[src/rtl/weighted_rr_arbiter.sv]
// Weighted round-robin arbiter: registered one-hot grant, each owner keeps it for up to weight[i] cycles.
// Define WRR_LOCK_EN to add the lock input, which freezes the current owner's credit while asserted.
module weighted_rr_arbiter #(
    parameter int unsigned NUM_REQ  = 4,
    parameter int unsigned WEIGHT_W = 4
) (
    input  logic                         clk,
    input  logic                         rst,
    input  logic [NUM_REQ-1:0]           req,
    input  logic [NUM_REQ*WEIGHT_W-1:0]  weight,
`ifdef WRR_LOCK_EN
    input  logic                         lock,
`endif
    output logic [NUM_REQ-1:0]           grant,
    output logic                         grant_vld,
    output logic [$clog2(NUM_REQ)-1:0]   grant_id,
    output logic [WEIGHT_W-1:0]          credit,
    output logic [NUM_REQ-1:0]           next_mask
);

    localparam int unsigned ID_W = $clog2(NUM_REQ);

    typedef enum logic {
        IDLE = 1'b0,
        OWN  = 1'b1
    } state_e;

    state_e               state_q, state_d;
    logic [NUM_REQ-1:0]   grant_q, grant_d;
    logic [NUM_REQ-1:0]   mask_q, mask_d;
    logic [ID_W-1:0]      id_q, id_d;
    logic [WEIGHT_W-1:0]  credit_q, credit_d;
    logic                 vld_q, vld_d;

    logic [NUM_REQ-1:0]   masked;
    logic [ID_W-1:0]      masked_id, any_id, pick_id;
    logic [WEIGHT_W-1:0]  pick_w;
    logic [NUM_REQ-1:0]   pick_mask;
    logic                 pick_vld;
    logic                 lock_hold;
    logic                 hold;

`ifdef WRR_LOCK_EN
    assign lock_hold = lock;
`else
    assign lock_hold = 1'b0;
`endif

    // Winner selection: lowest index above the last owner, else lowest overall.
    always_comb begin
        masked    = req & mask_q;
        masked_id = '0;
        any_id    = '0;
        for (int i = NUM_REQ - 1; i >= 0; i--) begin
            if (masked[i]) masked_id = ID_W'(i);
            if (req[i])    any_id    = ID_W'(i);
        end
        pick_vld = |req;
        pick_id  = (|masked) ? masked_id : any_id;

        pick_w    = '0;
        pick_mask = '0;
        for (int i = 0; i < NUM_REQ; i++) begin
            if (ID_W'(i) == pick_id) pick_w = weight[i*WEIGHT_W +: WEIGHT_W];
            pick_mask[i] = (ID_W'(i) > pick_id);
        end
        if (pick_w == '0) pick_w = WEIGHT_W'(1);
    end

    // Next-state and output decode.
    always_comb begin
        state_d  = state_q;
        grant_d  = grant_q;
        mask_d   = mask_q;
        id_d     = id_q;
        credit_d = credit_q;
        vld_d    = vld_q;
        hold     = 1'b0;

        unique case (state_q)
            OWN:     hold = req[id_q] && (lock_hold || (credit_q > WEIGHT_W'(1)));
            default: hold = 1'b0;
        endcase

        if (hold) begin
            if (!lock_hold) credit_d = credit_q - WEIGHT_W'(1);
        end else if (pick_vld) begin
            state_d  = OWN;
            grant_d  = NUM_REQ'(1) << pick_id;
            id_d     = pick_id;
            credit_d = pick_w;
            mask_d   = pick_mask;
            vld_d    = 1'b1;
        end else begin
            state_d  = IDLE;
            grant_d  = '0;
            id_d     = '0;
            credit_d = '0;
            vld_d    = 1'b0;
        end
    end

    always_ff @(posedge clk) begin
        if (rst) begin
            state_q  <= IDLE;
            grant_q  <= '0;
            mask_q   <= '1;
            id_q     <= '0;
            credit_q <= '0;
            vld_q    <= 1'b0;
        end else begin
            state_q  <= state_d;
            grant_q  <= grant_d;
            mask_q   <= mask_d;
            id_q     <= id_d;
            credit_q <= credit_d;
            vld_q    <= vld_d;
        end
    end

    assign grant     = grant_q;
    assign grant_vld = vld_q;
    assign grant_id  = id_q;
    assign credit    = credit_q;
    assign next_mask = mask_q;

endmodule

[config.mk]
export PLATFORM = sky130hd
export DESIGN_NAME = weighted_rr_arbiter
export DESIGN_NICKNAME = d
export VERILOG_FILES = /design/src/rtl/weighted_rr_arbiter.sv
export SDC_FILE = /design/constraint.sdc
export NUM_CORES = 1
export LEC_CHECK = 0
export BUFFER_PORTS_ARGS = -buffer_cell sky130_fd_sc_hd__buf_2
export CELL_PAD_IN_SITES_DETAIL_PLACEMENT = 0
export CELL_PAD_IN_SITES_GLOBAL_PLACEMENT = 1
export CORE_UTILIZATION = 34
export DETAILED_ROUTE_END_ITERATION = 8
export PLACE_DENSITY_LB_ADDON = 0.1
export SKIP_LAST_GASP = 1
export SYNTH_ARGS = -nofsm -noshare
export SYNTH_HDL_FRONTEND = slang
export SYNTH_SLANG_ARGS = --single-unit
[constraint.sdc]
create_clock -name clk -period 2.4 [get_ports clk]
set_input_delay 0.48 -clock clk [delete_from_list [all_inputs] [get_ports clk]]
set_output_delay 0.48 -clock clk [all_outputs]
set_load 0.02 [all_outputs]
# Word level (Yosys, flattened, before mapping)
# Index checks and enable logic that the tools add are counted.
[totals] ff_bits=15 latch_bits=0 mem_bits_rw=0 rom_bits=0 input_bits=22 output_inout_bits=15 elab_cells=46 n_memories=0
[classes] addsub=1 n_mul=0 div_mod_pow=0 magnitude_cmp=6 eq_ne=3 shift=1 n_mux=22 bitwise_logic=2 reduce_logical=6
[ops] operator="two-way mux 4 bit" count=8
[ops] operator="two-way mux 2 bit" count=10
[ops] operator="OR reduction 4 bit" count=2
[ops] operator="AND 4 bit" count=1
[ops] operator="equality test 2 bit (first input constant)" count=2
[ops] operator="greater-than comparator 1 x 2 -> 1 bit (first input constant)" count=2
[ops] operator="greater-than comparator 2 bit (first input constant)" count=2
[ops] operator="greater-than comparator 4 x 1 -> 1 bit (second input constant)" count=1
[ops] operator="logical NOT 4 bit" count=1
[ops] operator="left shift 1 x 2 -> 4 bit (first input constant)" count=1
[ops] operator="subtractor 4 x 1 -> 4 bit (second input constant)" count=1
[ops] operator="< comparator 2 x 3 -> 1 bit (second input constant)" count=1
[ops] operator="two-way mux 1 bit" count=3
[ops] operator="binary-select mux 1 bit (select 2 bit)" count=1
[ops] operator="equality test 1 x 2 -> 1 bit (first input constant)" count=1
[ops] operator="logical NOT 2 bit" count=1
[ops] operator="AND reduction 2 bit" count=1
[ops] operator="logical AND 1 bit" count=1
[ops] operator="inverter 1 bit" count=1

# Depth between registers and ports, before layout
[depth] depth_word=15 mapped_depth=8 ltp_nobuf=8

# Worst setup path after synthesis
# Ideal clock, no wire load.
[synth_path] path_type="input to register" startpoint="in req[0]" endpoint="reg mask_q[3] (netlist: next_mask[3])" setup_time_ns=0.114 arrival_ns=1.975 t_required_ns=2.286 slack_ns=0.311 cell_stages=7 n_path_buf=1 path_cell_list="buf_6 > mux4_2 > o311a_4 > nor2_4 > nand3_2 > or3_1 > a21o_1"
[synth_between] elab_chain_len=6 elab_cells_between_ends=13 classes_between="order compare: 1; mux: 6; bitwise: 2; reduce/logical: 4"
[synth_rtl] element="start, declared" line="9" text="input logic [NUM_REQ-1:0] req,"
[synth_rtl] element="binary-select mux 1 bit (select 2 bit)" line="81" text="OWN: hold = req[id_q] && (lock_hold || (credit_q > WEIGHT_W'(1)));"
[synth_rtl] element="two-way mux 1 bit (implied by the code)" line="81"
[synth_rtl] element="logical AND 1 bit" line="81"
[synth_rtl] element="two-way mux 1 bit" line="80" text="unique case (state_q)"
[synth_rtl] element="inverter 1 bit (no line)"
[synth_rtl] element="AND reduction 2 bit (no line)"
[synth_rtl] element="end signal, assigned" line="114" text="mask_q <= mask_d;"
[synth_rtl] element="end, declared" line="30" text="logic [NUM_REQ-1:0] mask_q, mask_d;"
# Several ways; a longest one is shown, not always the timed one. The select of a mux whose other input is x is not followed.
# A chain may end at the register's enable or synchronous reset.

# Worst setup path after layout
[layout_path] startpoint="reg id_q[0] (netlist: grant_id[0])" endpoint="reg mask_q[3] (netlist: next_mask[3])"
[layout_between] elab_chain_len=6
[layout_rtl] element="start, declared" line="31" text="logic [ID_W-1:0] id_q, id_d;"
[layout_rtl] element="start signal, assigned" line="115" text="id_q <= id_d;"
[layout_rtl] element="binary-select mux 1 bit (select 2 bit)" line="81"
[layout_rtl] element="two-way mux 1 bit (implied by the code)" line="81"
[layout_rtl] element="logical AND 1 bit" line="81"
[layout_rtl] element="two-way mux 1 bit" line="80"
[layout_rtl] element="inverter 1 bit (no line)"
[layout_rtl] element="AND reduction 2 bit (no line)"
# Every way passes these cells. The select of a mux whose other input is x is not followed.

==> results.md <==
- Outcome: complete, no violations
- Post-Syn Instances: 109
- H-tree Lvls: 1
- Seq/Total Area, Yosys: 32.30%
- Worst setup EP type: register
- CTS tree: built
- R2R depth: 6
- Mapped Area: 929.6 µm²
- Die area: 2947 µm²
- Die Span X: 54.29 µm
- Synth area leader: dfxtp_1
- Final setup fails: 0
- DR DRC count: 0
- Total GRT Usage: 18.89%
- Setup repair bufs after CTS: 0
- Sink Count: 15
- Reg2reg setup slack: 0.42 ns
- Predominant post-synthesis flop cell: dfxtp_1
- Synth top area share: 32.30%
- CP Max Fanout: 13
- WL final: 2.462 mm
- GR Overflow Total: 0
- Post-route antenna net violation count: 0
- RR Startpoint: grant_id[0]
- Ant. Diodes: 0
- Largest net degree at the start of global routing: 17
- Final hold slack: 0.4587 ns
- Skew final: 0.004078 ns
- Worst-Skew Late Latency: 0.28 ns
- Worst vdd ir: 0.4401 mV
- Synth Area per Inst: 8.529 µm²
- Via density: 5.458
- Final Max Tran Viols: 0
- Reg-to-reg endpoint: next_mask[3]
- 1st-pass router iterations: 4
- IO buf count: 36
- Post-DR wirelength/cell: 13.75 µm
- Number of DRC markers in iteration 0: 13
- Hold Buf Count CTS: 0
- Synth unique cells: 38
- Clk pin slew, worst setup/hold paths: 0.09 ns
- RSZ-0062 raised after global routing: no
- Fmax: 0.5047 GHz
- Ports: 37
- Share of cells above drive strength 1: 34.23%
- Die height: 54.29 µm
- Max-cap violation count: 0
- CTS Buf Count: 3
- Placer Congestion: 0.8150
- Post-CTS Resized: 0
- Area Overhead vs Synth: 26.92%
- Synth area leaders: dfxtp_1 32%, o21ai_0 5.9%, nand3_1 4.3%
- Setup TNS: 0 ns
- Worst hold path class: reg -> reg
- Clk buf depth: 2
- Crit path to: next_mask[3]
- Critical path arrival: 2.17 ns
- Tmin final: 1.981 ns
- Final Hold Vio Count: 0
- Worst Tran Pin Value: 0.5795 ns
- Tcrit/Tclk final: 82.56%
- Max-slew headroom: 60.96%
- NumNets Final: 174
- First-pass GRT wire length: 3.988 mm
- Most frequent cell after synthesis: dfxtp_1
- Rows: 18
- Power per cell area: 685.9 nW/µm²
- Dpl hpwl: 1.938 mm
- CORE AREA: 2522 µm²
- Synth async-reset ratio: 0%
- Mapped Nets: 133
- WS Path Type: reg -> reg
- Worst Setup SP: grant_id[0]
- Vias in the first global route: 896
- Nature of the critical path startpoint: register
- Most frequent cells after synthesis: 15 x dfxtp_1, 11 x o21ai_0, 10 x nand2_1, 8 x nand3_1, 8 x nor2_1
- EDFF count, synth: 0
- Ys Warns: 0
- Root Driver: clkbuf_4
- Initial antenna violation count: 0
- Starting Density: 36.86%
- Via count: 977
- #FFs+latches synth: 15
- P_leak: 0.5235 nW
- Worst EP required: 2.58 ns
-- how the worst min path moves through the flow --
stage	cells past startpoint	endpoint	startpoint	slack (ns)
finish	2	grant[0]	grant[0]	0.46
floorplan	2	grant[0]	grant[0]	0.53
global placement	2	grant[0]	grant[0]	0.45
CTS	2	grant[0]	grant[0]	0.46
detailed placement	2	grant[0]	grant[0]	0.45
global route	2	grant[0]	grant[0]	0.49
-- where the power goes --
group | switching (mW) | internal [mW]
Sequential | 0.0341 | 0.284
Clock | 0.0769 | 0.0645
Combinational | 0.205 | 0.144
-- per-stage QoR --
step	area [µm²]	total power, mW	instances	setup slack [ns]	util (%)
6_report	1180	0.8092	179	0.4186	46.78
2_1_floorplan	929.6	0.5626	109	0.3106	-
3_3_place_gp	1154	0.6740	175	0.1933	45.73
4_1_cts	1180	0.8211	179	0.4134	46.78
3_5_place_dp	1154	0.6740	175	0.1838	45.73
5_1_grt	1180	0.8695	179	0.3319	46.78
-- registers in the layout (all words and copies together) (netlist names) --
signal     count
grant_vld      1
credit         4
grant          4
grant_id       2
next_mask      4
-- worst max-delay path, stage by stage (launching register included) --
cell     delay, ns
dfxtp_1       0.38
mux4_2        0.53
o311a_4       0.20
nor2_4        0.14
nand3_2       0.11
or3_1         0.35
a21o_1        0.17
-- layout make-up --
| cell class | instances | area (µm²) |
|---|---|---|
| timing repair buffer | 40 | 210.2 |
| clock buffer | 4 | 26.28 |
| fill | 273 | 1343 |
| inverter | 3 | 11.26 |
| multi-input combinational | 87 | 594.3 |
| tap | 30 | 37.54 |
| sequential | 15 | 300.3 |
-- cell families after synthesis --
family                   synth area share, %
flip-flops                             32.30
AND/OR/NAND/NOR                        22.48
adder cells (fa/ha/maj)                2.691
AO/OA/AOI/OAI                          33.24
multiplexers                           3.634
buffers and inverters                  3.768
XOR/XNOR                               1.885
-- routing by layer --
layer,track usage (%),part of all wire (%)
met1,25.17,46
met2,30.89,48
met3,3.611,5.5
met4,5.128,0.61
met5,0,0
-- placed cells by master (no fill, tap or decap), types with 2 or more instances in the layout --
| cell type | netlist | layout |
|---|---|---|
| buf_2 | 1 | 36 |
| dfxtp_1 | 15 | 15 |
| o21ai_0 | 11 | 11 |
| nand2_1 | 10 | 10 |
| nor2_1 | 8 | 8 |
| nand3_1 | 8 | 8 |
| a21oi_1 | 6 | 6 |
| a32oi_1 | 4 | 4 |
| o211ai_1 | 4 | 4 |
| nand4_1 | 4 | 4 |
| buf_4 | 0 | 4 |
| inv_1 | 3 | 3 |
| clkbuf_4 | 0 | 3 |
| a21boi_0 | 2 | 2 |
| o21a_1 | 2 | 2 |
| nand2b_1 | 2 | 2 |
| a21o_1 | 2 | 2 |
| nor3_1 | 2 | 2 |
| xor2_1 | 2 | 2 |
| ha_1 | 2 | 2 |
Power figures use the tool's default switching activity.
